## config.mk

```make
export PLATFORM = sky130hd
export DESIGN_NAME = wr_control_flat
export DESIGN_NICKNAME = d
export VERILOG_FILES = /design/src/rtl/wr_control_pkg.sv /design/src/rtl/wr_control_if.sv /design/src/rtl/wr_control_lane_addr.sv /design/src/rtl/wr_control.sv /design/src/flat_wrapper.sv
export SDC_FILE = /design/constraint.sdc
export NUM_CORES = 1
export LEC_CHECK = 0
export BUFFER_PORTS_ARGS = -buffer_cell sky130_fd_sc_hd__buf_2
export CAP_MARGIN = 20
export CORE_MARGIN = 10
export CORE_UTILIZATION = 55
export DETAILED_ROUTE_END_ITERATION = 12
export MAX_ROUTING_LAYER = met4
export PLACE_DENSITY = 0.84
export SLEW_MARGIN = 0
export SYNTH_ARGS = -nofsm -noshare
export SYNTH_HDL_FRONTEND = slang
export SYNTH_SLANG_ARGS = --single-unit
```

## constraint.sdc

```tcl
create_clock -name clk -period 2.6 [get_ports clk]
set_clock_uncertainty 0.2 [all_clocks]
set_input_delay 0 -clock clk [delete_from_list [all_inputs] [get_ports clk]]
set_output_delay 0 -clock clk [all_outputs]
set_load 0.01 [all_outputs]
```

## src/rtl/wr_control_pkg.sv

```systemverilog
// Shared definitions for the systolic array write controller.
//  - Default array dimension and per-lane address width, shared with the
//    read controller and the output memory array.
//  - Controller state type.
package wr_control_pkg;

    localparam int DEFAULT_WIDTH_HEIGHT = 16;
    localparam int DEFAULT_ADDR_W       = 8;

    typedef enum logic [1:0] {
        IDLE   = 2'd0,
        RAMP   = 2'd1,
        DRAIN  = 2'd2,
        FINISH = 2'd3
    } wr_state_e;

endpackage

```

## src/rtl/wr_control_if.sv

```systemverilog
// Handshake / write bus between the write controller and its neighbours.
//  active     : start request (from the read controller)
//  base_addr  : start address, common to all lanes
//  wr_en      : per-lane write enable, bit i = lane/column i
//  wr_addr    : per-lane address, lane i = [ADDR_W*i +: ADDR_W]
//  busy       : operation in progress
//  done       : one-cycle completion pulse
// master = controller side, slave = requester / memory side.
interface wr_control_if
    import wr_control_pkg::*;
#(
    parameter int WIDTH_HEIGHT = DEFAULT_WIDTH_HEIGHT,
    parameter int ADDR_W       = DEFAULT_ADDR_W
) ();

    logic                           active;
    logic [ADDR_W-1:0]              base_addr;
    logic [WIDTH_HEIGHT-1:0]        wr_en;
    logic [ADDR_W*WIDTH_HEIGHT-1:0] wr_addr;
    logic                           busy;
    logic                           done;

    modport master (
        input  active,
        input  base_addr,
        output wr_en,
        output wr_addr,
        output busy,
        output done
    );

    modport slave (
        output active,
        output base_addr,
        input  wr_en,
        input  wr_addr,
        input  busy,
        input  done
    );

endinterface

```

## src/rtl/wr_control_lane_addr.sv

```systemverilog
// Per-lane address register for the output memory.
//  clk       : clock
//  reset     : asynchronous active-low reset (clears addr to 0)
//  load      : load base_addr (start of an operation)
//  inc       : advance addr by one (lane wrote this cycle); wraps silently
//  base_addr : start address
//  addr      : current lane address
module wr_control_lane_addr #(
    parameter int ADDR_W = 8
) (
    input  logic              clk,
    input  logic              reset,
    input  logic              load,
    input  logic              inc,
    input  logic [ADDR_W-1:0] base_addr,
    output logic [ADDR_W-1:0] addr
);

    always_ff @(posedge clk or negedge reset) begin
        if (!reset) begin
            addr <= '0;
        end else if (load) begin
            addr <= base_addr;
        end else if (inc) begin
            addr <= addr + ADDR_W'(1);
        end
    end

endmodule

```

## src/rtl/wr_control.sv

```systemverilog
// Write-side controller for the systolic array output memory.
// On a start request it raises per-lane write enables on a diagonal
// wavefront (lane i starts i cycles after lane 0, each lane stays enabled
// for WIDTH_HEIGHT cycles) and steps each lane's address once per write,
// then pulses done for one cycle.
//  clk   : clock, all state on posedge
//  reset : asynchronous active-low reset
//  bus   : wr_control_if master (active, base_addr in; wr_en, wr_addr,
//          busy, done out, all registered)
module wr_control
    import wr_control_pkg::*;
#(
    parameter int WIDTH_HEIGHT = DEFAULT_WIDTH_HEIGHT,
    parameter int ADDR_W       = DEFAULT_ADDR_W
) (
    input  logic         clk,
    input  logic         reset,
    wr_control_if.master bus
);

    localparam int COUNT_W = $clog2(2 * WIDTH_HEIGHT);

    wr_state_e                      state_reg, state_next;
    logic [WIDTH_HEIGHT-1:0]        wr_en_reg, wr_en_next;
    logic [COUNT_W-1:0]             count_reg, count_next;
    logic                           busy_reg, busy_next;
    logic                           done_reg, done_next;
    logic                           load_addr;
    logic                           step_addr;
    logic                           lower_empty;
    logic [ADDR_W*WIDTH_HEIGHT-1:0] wr_addr_flat;

    // Only the top lane still enabled: the next drain shift empties wr_en.
    assign lower_empty = (wr_en_reg[WIDTH_HEIGHT-2:0] == '0);

    // State and registered outputs
    always_ff @(posedge clk or negedge reset) begin
        if (!reset) begin
            state_reg <= IDLE;
            wr_en_reg <= '0;
            count_reg <= '0;
            busy_reg  <= 1'b0;
            done_reg  <= 1'b0;
        end else begin
            state_reg <= state_next;
            wr_en_reg <= wr_en_next;
            count_reg <= count_next;
            busy_reg  <= busy_next;
            done_reg  <= done_next;
        end
    end

    // Next-state logic
    always_comb begin
        state_next = state_reg;
        case (state_reg)
            IDLE:    if (bus.active)  state_next = RAMP;
            RAMP:    if (&wr_en_reg)  state_next = DRAIN;
            DRAIN:   if (lower_empty) state_next = FINISH;
            FINISH:                   state_next = IDLE;
            default:                  state_next = IDLE;
        endcase
    end

    // Output next-values; FINISH falls through to the all-idle defaults.
    always_comb begin
        wr_en_next = '0;
        count_next = '0;
        busy_next  = 1'b0;
        done_next  = 1'b0;
        load_addr  = 1'b0;
        step_addr  = 1'b0;
        case (state_reg)
            IDLE: begin
                if (bus.active) begin
                    wr_en_next = WIDTH_HEIGHT'(1);
                    busy_next  = 1'b1;
                    load_addr  = 1'b1;
                end
            end
            RAMP: begin
                // Keep filling with ones until every lane is on, then start draining.
                wr_en_next = {wr_en_reg[WIDTH_HEIGHT-2:0], ~(&wr_en_reg)};
                count_next = count_reg + COUNT_W'(1);
                busy_next  = 1'b1;
                step_addr  = 1'b1;
            end
            DRAIN: begin
                wr_en_next = {wr_en_reg[WIDTH_HEIGHT-2:0], 1'b0};
                count_next = count_reg + COUNT_W'(1);
                busy_next  = 1'b1;
                done_next  = lower_empty;
                step_addr  = 1'b1;
            end
            default: begin
            end
        endcase
    end

    // One address register per lane; a lane advances on each cycle it writes.
    for (genvar gi = 0; gi < WIDTH_HEIGHT; gi++) begin : g_lane
        wr_control_lane_addr #(
            .ADDR_W(ADDR_W)
        ) u_lane (
            .clk       (clk),
            .reset     (reset),
            .load      (load_addr),
            .inc       (step_addr & wr_en_reg[gi]),
            .base_addr (bus.base_addr),
            .addr      (wr_addr_flat[gi*ADDR_W +: ADDR_W])
        );
    end

    assign bus.wr_en   = wr_en_reg;
    assign bus.wr_addr = wr_addr_flat;
    assign bus.busy    = busy_reg;
    assign bus.done    = done_reg;

    // The wavefront lasts 2*WIDTH_HEIGHT-1 counted edges; more means the FSM ran away.
    a_count_bound: assert property (@(posedge clk) disable iff (!reset)
        int'(count_reg) <= 2 * WIDTH_HEIGHT);
    a_finish_count: assert property (@(posedge clk) disable iff (!reset)
        (state_reg == FINISH) |-> (int'(count_reg) == 2 * WIDTH_HEIGHT - 1));

endmodule

```

## src/flat_wrapper.sv

```systemverilog
// flat-port wrapper written by rule: the top's interface ports become plain ports
module wr_control_flat import wr_control_pkg::*;
#(
    parameter int WIDTH_HEIGHT = DEFAULT_WIDTH_HEIGHT,
    parameter int ADDR_W       = DEFAULT_ADDR_W
)
  (clk, reset, bus_active, bus_base_addr, bus_wr_en, bus_wr_addr, bus_busy, bus_done);
  wr_control_if #(.WIDTH_HEIGHT(WIDTH_HEIGHT), .ADDR_W(ADDR_W)) bus_i ();
  input  logic clk;
  input  logic reset;
  input wire logic [$bits(bus_i.active)-1:0] bus_active;
  input wire logic [$bits(bus_i.base_addr)-1:0] bus_base_addr;
  output wire logic [$bits(bus_i.wr_en)-1:0] bus_wr_en;
  output wire logic [$bits(bus_i.wr_addr)-1:0] bus_wr_addr;
  output wire logic [$bits(bus_i.busy)-1:0] bus_busy;
  output wire logic [$bits(bus_i.done)-1:0] bus_done;
  assign bus_i.active = bus_active;
  assign bus_i.base_addr = bus_base_addr;
  assign bus_wr_en = bus_i.wr_en;
  assign bus_wr_addr = bus_i.wr_addr;
  assign bus_busy = bus_i.busy;
  assign bus_done = bus_i.done;
  wr_control #(.WIDTH_HEIGHT(WIDTH_HEIGHT), .ADDR_W(ADDR_W)) u_core (.clk(clk), .reset(reset), .bus(bus_i));
endmodule
```

### Yosys cells after proc, flatten, opt, wreduce, memory -nomap -nowiden

Index checks and enable logic that the tools add are counted.

| word-level totals | value |
|---|---|
| register bits | 148 |
| input port bits | 11 |
| output and inout port bits | 146 |

| operators by class | value |
|---|---|
| add/sub/neg operators | 16 |
| equality and inequality tests | 6 |
| multiplexer cells | 43 |
| bitwise logic cells | 17 |
| reduce and logical (&&, ||, !) cells | 21 |

Operator list:

| kind | number |
|---|---|
| $mux 8 | 32 |
| $add 8x1->8 const B | 16 |
| $pmux 16 s3 | 1 |
| $reduce_bool 2->1 | 16 |
| $and 1x1->1 | 16 |
| $reduce_and 16->1 | 1 |
| $logic_not 15->1 | 1 |
| $pmux 2 s4 | 1 |
| $mux 2 | 3 |
| $mux 1 | 5 |
| $eq 2x2->1 const B | 2 |
| $ne 2x1->1 const B | 2 |
| $reduce_and 3->1 | 1 |
| $eq 2x1->1 const B | 1 |
| $logic_not 2->1 | 1 |
| $ne 2x2->1 const B | 1 |
| $pmux 1 s2 | 1 |
| $reduce_or 2->1 | 1 |
| $not 1->1 | 1 |

### Logic depth before layout (Yosys ltp)

Gate-level depths: netlist of run 1.

| depth | value |
|---|---|
| word-level depth | 6 |
| gate-level depth with buffers | 8 |

### By module

From an unflattened synthesis of run 1, not the netlist that was laid out.

| second synthesis, totals | value |
|---|---|
| cell total of the unflattened synthesis | 868 |
| area, all modules | 8106.5 µm² |

Modules (own cells, without submodules):

| module | instances | cells each | area each (µm²) | seq. area each (µm²) |
|---|---|---|---|---|
| wr_control_lane_addr | 16 | 49 | 450.4 | 200.2 |
| wr_control | 1 | 84 | 899.6 | 500.5 |

### Worst setup path before layout of run 1

OpenSTA, ideal clock, no wires.

| path | value |
|---|---|
| kind | register to register |
| start point | register u_core.state_reg[0] |
| end point | register u_core.g_lane[15].u_lane.addr[7] |
| setup time | 138 ps |
| arrival time | 1803 ps |
| data required time | 2262 ps |
| slack | 459 ps |
| stages on the path, launching flop included | 9 |
| buffers on the path | 2 |
| clock period less this slack | 2141 ps |
| cell sequence | dfrtp_1 -> inv_1 -> ha_1 -> clkbuf_1 -> clkbuf_1 -> nand2_1 -> nor4_1 -> xnor2_1 -> a21oi_1 |

| on the way | value |
|---|---|
| longest elaborated chain between the ends | 5 |
| elaborated cells on any way between the ends | 9 |
| those cells by class | eq/ne: 2; mux: 3; bitwise: 1; reduce/logical: 3 |

RTL lines:

| item | RTL line | source |
|---|---|---|
| start, declared | wr_control.sv:23 | `wr_state_e state_reg, state_next;` |
| start signal, assigned | wr_control.sv:45 | `state_reg <= state_next;` |
| $eq 2x1->1 / $eq 2x2->1 (equally long branches) | wr_control.sv:73 | `case (state_reg)` |
| $reduce_or 2->1 (no line) | - |  |
| $mux 1 | wr_control.sv:73 |  |
| $and 1x1->1 | wr_control.sv:108 | `.inc (step_addr & wr_en_reg[gi]),` |
| $reduce_bool 2->1 (no line) | - |  |
| end signal, assigned | wr_control_lane_addr.sv:23 | `addr <= base_addr;` |
| end signal, assigned | wr_control_lane_addr.sv:25 | `addr <= addr + ADDR_W'(1);` |
| end, declared | wr_control_lane_addr.sv:16 | `output logic [ADDR_W-1:0] addr` |

Parallel ways exist; a longest one is shown, timed or not.
A chain may end at the register's enable or synchronous reset.

### Worst setup path after layout of run 1

| path | value |
|---|---|
| start point | register u_core.wr_en_reg[12], in the netlist u_core.bus.wr_en[12] |
| end point | register u_core.state_reg[1] |

| on the way | value |
|---|---|
| longest elaborated chain between the ends | 3 |
| elaborated cells on any way between the ends | 5 |
| those cells by class | eq/ne: 2; reduce/logical: 3 |

RTL lines:

| item | RTL line | source |
|---|---|---|
| start, declared | wr_control.sv:24 | `logic [WIDTH_HEIGHT-1:0] wr_en_reg, wr_en_next;` |
| start signal, assigned | wr_control.sv:46 | `wr_en_reg <= wr_en_next;` |
| $reduce_and 16->1 / $logic_not 15->1 (equally long branches) | wr_control.sv:58, wr_control.sv:34 |  |
| $ne 2x1->1 (no line) | - |  |
| $reduce_and 3->1 (no line) * | - |  |

Mark *: on every way between the ends. The rest lies on a longest branch, timed or not.

==> flow_summary.toml, run 1 <==
[timing]
fin_crit_ps = 2304
final.period_utilization_pct = 88.61
hold_viol = 0
finalMaxSlewViolations = 0
rsz0062_at_grt = "false"
setup_ws_ps = 296.2
fmax_ghz = 0.4341
setup_viol = 0
tightest_slew_ps = 757.3
max_slew_margin_pct = 49.32
setup_tns_ps = 0

[die]
core_um2 = 12620
die_h_um = 133.5
initial_core_util_pct = 56.15
io_pins = 157
rows = 41
die_area_um2 = 17820
fp.dieW_um = 133.5

[pwr]
p_sw_w = 0.004734
p_total_w = 0.01157
clock_power_share_pct = 20.1
p_sw_share_pct = 40.93
seqPwrFrac_pct = 39.1
p_leak_nw = 3.815
combPwrFrac_pct = 40.8
power_density_nw_per_um2 = 1305
ir_drop_v = 0.0007521
intPower_w = 0.006833

[logic_synthesis]
synth_mux_area_share_pct = 2.419
syn_area_um2 = 7086
synthDistinctLibCells = 29
synth_largest_area_cell = "dfrtp_1"
synth_area_per_cell_um2 = 10.33
synth-edff-count = 0
synth-xor-area-share_pct = 13.35
synth_area_leaders = "dfrtp_1 52%, a21oi_1 8.9%, xor2_1 8.9%, xnor2_1 4.4%, ha_1 3.5%"
synth-async-reset-ratio_pct = 100.0
synthCells = 686
synth-compound-area-share_pct = 9.800
synth_top_family_by_area = "simple AND/OR/NAND/NOR gates"
yosysMostFrequentCell = "dfrtp_1"
synth_nets = 717
yosysWarnings = 0
netlist.area_leader.share_pct = 52.27
synth-seq-cells = 148
ys.flop_type = "dfrtp_1"
synth_common_cells = "148 x dfrtp_1, 126 x a21oi_1, 72 x xor2_1"
synth-adder-area-share_pct = 3.532
yosys.area_share.simple_pct = 16.46
seq_area_frac_synth_pct = 52.27

[routing]
m1WireLength_um = 8327
wl_per_cell_um = 19.39
firstDrtPassIters = 5
met2_wirelength_um = 9812
routed_wl_um = 20240
final_antenna_net_count = 0
drt_iter0_drc = 553
viasPerCell = 5.776
via_count = 6030
met3_length_um = 1671
drc = 0
top_layer = "met4"

[clocking]
cts.path.max_buffers = 2
clockRootBuffer = "clkbuf_16"
clk_pin_slew_worst_paths_ps = 60
cts_resized = 0
clkSinkCount = 148
h-tree-depth = 4
cts_tree = "yes"
cts_buffers = 17
insertion_delay_ps = 420

[flow_run]
max_cap_violations = 0

[min_path]
holdPathEnd = "u_core.bus.busy"
min_path_cells = 4
worstHoldStart = "bus_active"
hold_class = "in2reg"

[critical_path]
reg2reg_to = "u_core.state_reg[1]"
worstSetupEndpointType = "flip-flop"
r2r_cells = 4
worstPathRequired_ps = 2700
cp.arrival_ps = 2400
cp-start-kind = "flip-flop"
ff2ff_setup_slack_ps = 300
path_class = "reg2reg"
r2r-start = "u_core.bus.wr_en[12]"
critPathMaxFanout = 8

[layout]
drive_gt1_share_pct = 25.00
largest_reg_flops = 128
fill_cells = 984
syn_to_final_growth_pct = 25.09
final_core_util_pct = 70.24
fin_nets = 892
diodes = 0

[global_routing]
grt_antenna_before_repair = 0
overflow = 0
grt_usage_pct = 23.43
grt_pass1_vias = 6153
grt_max_degree = 53
grt_pass1_wl_um = 32750

[status]
status = "finished, final reports clean"

[placed_design]
place_congestion = 0.8564
post-dp-hpwl_um = 13520
dpl_worst_slack_ps = 327.4
numPortBuffers = 156
worst max-delay path by stage:
| stage | start | end | slack (ps) | cells after the start |
|---|---|---|---|---|
| 5_1_grt | u_core.bus.wr_en[12] | u_core.state_reg[1] | 250 | 4 |
| 4_1_cts | u_core.bus.wr_en[12] | u_core.state_reg[1] | 320 | 4 |
| 6_report | u_core.bus.wr_en[12] | u_core.state_reg[1] | 300 | 4 |
| 2_1_floorplan | u_core.state_reg[0] | u_core.g_lane[15].u_lane.addr[7] | 460 | 8 |
| 3_5_place_dp | u_core.bus.wr_en[12] | u_core.state_reg[1] | 330 | 4 |
| 3_3_place_gp | u_core.bus.wr_en[12] | u_core.state_reg[1] | 430 | 4 |
per-stage QoR:
stage,cell area [µm²],hold slack [ps],std cells
4_1_cts,8864,261.9,1044
2_1_floorplan,7086,-495.6,686
3_3_place_gp,8162,-207.5,1002
5_1_grt,8864,279.4,1044
3_5_place_dp,8162,-202.4,1002
6_report,8864,278.4,1044
placed cells by master, fill, tap and decap left out, types with 2 or more instances in the layout:
master / synthesis / routed
buf_2: 0 / 155
dfrtp_1: 148 / 148
a21oi_1: 126 / 126
xor2_1: 72 / 72
nand2_1: 53 / 52
xnor2_1: 36 / 36
nand4_1: 30 / 30
nand3_1: 30 / 30
and2_1: 27 / 27
ha_1: 20 / 19
buf_4: 0 / 19
and3_1: 18 / 18
clkbuf_16: 0 / 17
mux2i_1: 16 / 16
nor2_1: 24 / 16
nor3_1: 12 / 12
and4_1: 11 / 11
dlygate4sd3_1: 0 / 11
nor2_2: 0 / 8
nor4_1: 7 / 7
clkbuf_8: 0 / 6
inv_1: 4 / 4
or3_1: 4 / 4
o21ai_0: 4 / 4
a31oi_1: 4 / 4
clkinv_2: 0 / 3
clkbuf_1: 29 / 3
buf_12: 0 / 2
final cells by class:
cell class / count / area (µm²) / area share, %
flip-flops and latches: 148 / 3704 / 41.78
repair buffers: 189 / 1107 / 12.49
multi-input cells: 501 / 3258 / 36.76
well taps: 172 / 215.2 / 2.428
clock buffers: 26 / 519.2 / 5.858
clock inverters: 4 / 45.04 / 0.5082
inverters: 4 / 15.01 / 0.1694
critical path, cell delays in order (launching register included):
cell and delay, ps:
dfrtp_1 480, nand4_1 160, or4_1 560, a222oi_1 410, mux2_1 370
cell families after synthesis:
| kind of cell | count (synthesis) |
|---|---|
| compound gates | 136 |
| xor+xnor | 108 |
| fa+ha+maj | 20 |
| buf+inv | 37 |
| flops | 148 |
| mux | 17 |
| simple gates | 220 |
per-layer routing:
metal / vias up / track usage (%)
li1: 2762 / -
met1: 2977 / 28.23
met2: 242 / 36.87
met3: 49 / 7.256
met4: 0 / 7.678
met5: - / -
power by group through the flow:
stage | logic (W) | registers (W) | clock network, W
5_1_grt | 0.00525 | 0.00467 | 0.00247
3_3_place_gp | 0.00453 | 0.00445 | 0
2_1_floorplan | 0.00240 | 0.00478 | 0
4_1_cts | 0.00477 | 0.00449 | 0.00236
3_5_place_dp | 0.00470 | 0.00450 | 0
6_report | 0.00472 | 0.00452 | 0.00233
timing repair:
item | CTS | global route
endpoints found under the hold margin | 279 | 0
hold buffers | 12 | 0
setup buffers | 0 | 0
Power figures use the tool's default switching activity.
==> run 2, diff against run 1 <==
Settings changed: ABC_AREA set to 1, CORE_UTILIZATION 55 to 56, PLACE_DENSITY 0.84 to 0.83.
==> run 2 against run 1 <==
  * Die area increased by 14%
  * Register-to-register slack got worse by 40 ps
  * Critical path depth is 3 higher
  * Combinational power rose by 32%
  * Non-clock buffer count fell by 12
  * Hold slack got worse by 240 ps
  * Setup slack got worse by 40 ps
  * Count of clock-buffer cells in the layout shrank 7
  * Utilization decreased by 1.6 points
  * Area after synthesis grew 18%
  * Synthesized cell count grew 62%
  * Final area up 13%
  * Largest cell class is now multi-input combinational cells
==> flow_summary.toml, run 2 <==
[status]
status = "finished, final reports clean"

[logic_synthesis]
yosysWarnings = 0
synth_common_cells = "258 x nand2_1, 148 x dfrtp_1, 128 x nor2_1"
synth-edff-count = 0
syn_area_um2 = 8388
synth_largest_area_cell = "dfrtp_1"
synth-async-reset-ratio_pct = 100.0
ys.flop_type = "dfrtp_1"
synth_area_per_cell_um2 = 7.550
synth_nets = 1142
synthCells = 1111
synth_area_leaders = "dfrtp_1 44%, nand2_1 12%, nand3_1 6.9%, nor2_1 5.7%, inv_1 5.3%"
netlist.area_leader.share_pct = 44.15
yosysMostFrequentCell = "nand2_1"
synthDistinctLibCells = 31
synth-seq-cells = 148
seq_area_frac_synth_pct = 44.15

[layout]
final_cells = 1461
final_cell_mix = "258 x nand2_1, 155 x buf_2, 148 x dfrtp_1, 128 x nor2_1, 119 x inv_1"
drive_gt1_share_pct = 18.09
diodes = 0
fill_cells = 1222
fin_nets = 1295
final_common_cell = "nand2_1"
syn_to_final_growth_pct = 19.33
largest_reg_flops = 128

[die]
die_h_um = 142.4
fp.dieW_um = 142.4
core_um2 = 14590
initial_core_util_pct = 57.50
io_pins = 157
rows = 44
die_area_um2 = 20270

[routing]
drt_iter0_drc = 697
firstDrtPassIters = 7
met2_wirelength_um = 12160
viasPerCell = 5.691
final_antenna_net_count = 0
m1WireLength_um = 10610
wl_per_cell_um = 17.32
routed_wl_um = 25310
via_count = 8314
met3_length_um = 1960
top_layer = "met4"
drc = 0

[pwr]
ir_drop_v = 0.0007220
power_density_nw_per_um2 = 1350
p_total_w = 0.01351
p_leak_nw = 5.232

[global_routing]
grt_max_degree = 64
grt_antenna_before_repair = 0
grt_usage_pct = 25.27
grt_pass1_vias = 7845
grt_pass1_wl_um = 40600
overflow = 0

[timing]
setup_tns_ps = 0
tightest_slew_ps = 626.3
setup_viol = 0
hold_viol = 0
fmax_ghz = 0.4266
rsz0062_at_grt = "false"
fin_crit_ps = 2344
max_slew_margin_pct = 58.25
finalMaxSlewViolations = 0
final.period_utilization_pct = 90.16
holdWs_ps = 34.17

[min_path]
hold_class = "in2reg"
worstHoldStart = "bus_base_addr[4]"
min_path_cells = 3
holdPathEnd = "u_core.g_lane[4].u_lane.addr[4]"

[critical_path]
r2r_cells = 7
worstSetupEndpointType = "flip-flop"
path_class = "reg2reg"
cp-start-kind = "flip-flop"
cp_slowest_stage_delay_ps = 600
critPathSlowestCell = "ha_2"
critPathBufInv = 1
cp_common_cell = "nand2_1"
cp.arrival_ps = 2440
worstPathCellList = "inv_1, ha_2, nand2_1, nand2_1, o21ai_1, o21bai_1, a21oi_1"
ff2ff_setup_slack_ps = 260
path_delay_family = "adder cells"
critPathMaxFanout = 19
worstPathRequired_ps = 2700
r2r-start = "u_core.state_reg[0]"
reg2reg_to = "u_core.g_lane[10].u_lane.addr[6]"

[clocking]
clkSinkCount = 148
h-tree-depth = 4
clk_pin_slew_worst_paths_ps = 60
cts_buffers = 17
cts_tree = "yes"
clockRootBuffer = "clkbuf_16"
insertion_delay_ps = 430
postCtsSetupBuffers = 0
cts.path.max_buffers = 2

[flow_run]
max_cap_violations = 0

[placed_design]
numPortBuffers = 156
dp.cells = 1421
place_congestion = 0.8876
post-dp-hpwl_um = 16980
-- run 2: cell types whose count changed after synthesis, sizes merged, moves of 23 or more --
| cell | delta |
|---|---|
| a21oi | -77 |
| a31oi | +37 |
| and2 | -28 |
| buf | +33 |
| clkbuf | -23 |
| inv | +119 |
| nand2 | +220 |
| nand3 | +85 |
| nor2 | +105 |
| o21ai | +59 |
| o21bai | +24 |
| xnor2 | -36 |
| xor2 | -66 |
-- run 2: per-stage QoR --
step           area, µm²  setup slack (ps)  utilization (%)
6_report           10010             255.9            68.61
5_1_grt            10010             87.33            68.61
4_1_cts            10010             40.58            68.59
3_5_place_dp        9278             50.24            63.59
3_3_place_gp        9278             156.1            63.59
2_1_floorplan       8388             864.6                -
-- run 2: kinds of logic (layout without fill, tap and decap cells) --
logic type	Yosys count	in the layout	share of synthesized area (%)
DFF	148	148	44.15
and+or+nand+nor	573	573	29.85
muxes	3	3	0.3729
buffers and inverters	166	332	8.517
AOI/OAI and AO/OA	195	195	13.50
xor gates and xnor gates	6	6	0.6265
adders and majority gates	20	20	2.983
-- run 2: tightest hold or removal path: stages --
cell	delay (ps)
buf_2	100
nand2_2	370
a31oi_1	150
-- run 2: worst max path at each step --
stage	to	depth (start not counted)	slack, ps	startpoint
6_report	u_core.g_lane[10].u_lane.addr[6]	7	260	u_core.state_reg[0]
5_1_grt	u_core.g_lane[14].u_lane.addr[4]	7	90	u_core.state_reg[1]
4_1_cts	u_core.g_lane[10].u_lane.addr[6]	7	40	u_core.state_reg[0]
3_5_place_dp	u_core.g_lane[10].u_lane.addr[6]	7	50	u_core.state_reg[0]
3_3_place_gp	u_core.g_lane[10].u_lane.addr[6]	7	160	u_core.state_reg[0]
2_1_floorplan	u_core.g_lane[7].u_lane.addr[7]	10	860	u_core.state_reg[0]
-- run 2: area by class of cell --
cell class / count / area, µm² / share of cell area, %
inverters: 123 / 464.2 / 4.637
well taps: 184 / 230.2 / 2.300
clock inverters: 13 / 206.4 / 2.063
multi-input cells: 797 / 3973 / 39.69
repair buffers: 177 / 989.7 / 9.887
flip-flops and latches: 148 / 3704 / 37.00
clock buffers: 19 / 442.9 / 4.425
-- run 2: per-layer routing --
layer | track usage (%) | vias up
li1 | - | 3986
met1 | 31.25 | 3917
met2 | 40.59 | 360
met3 | 5.040 | 51
met4 | 8.573 | 0
met5 | - | -
-- run 2: power breakdown --
group | internal, W | switching (W) | leakage (nW) | total [W]
logic | 0.00237 | 0.00383 | 3.18 | 0.00621
registers | 0.00327 | 0.00129 | 1.76 | 0.00457
clock network | 0.00172 | 0.00102 | 0.301 | 0.00274
-- run 2: what timing repair did --
item	4_1_cts	5_1_grt
gates resized for setup	0	1
hold buffers	8	0
setup endpoints to repair	0	9
endpoints found under the hold margin	195	0
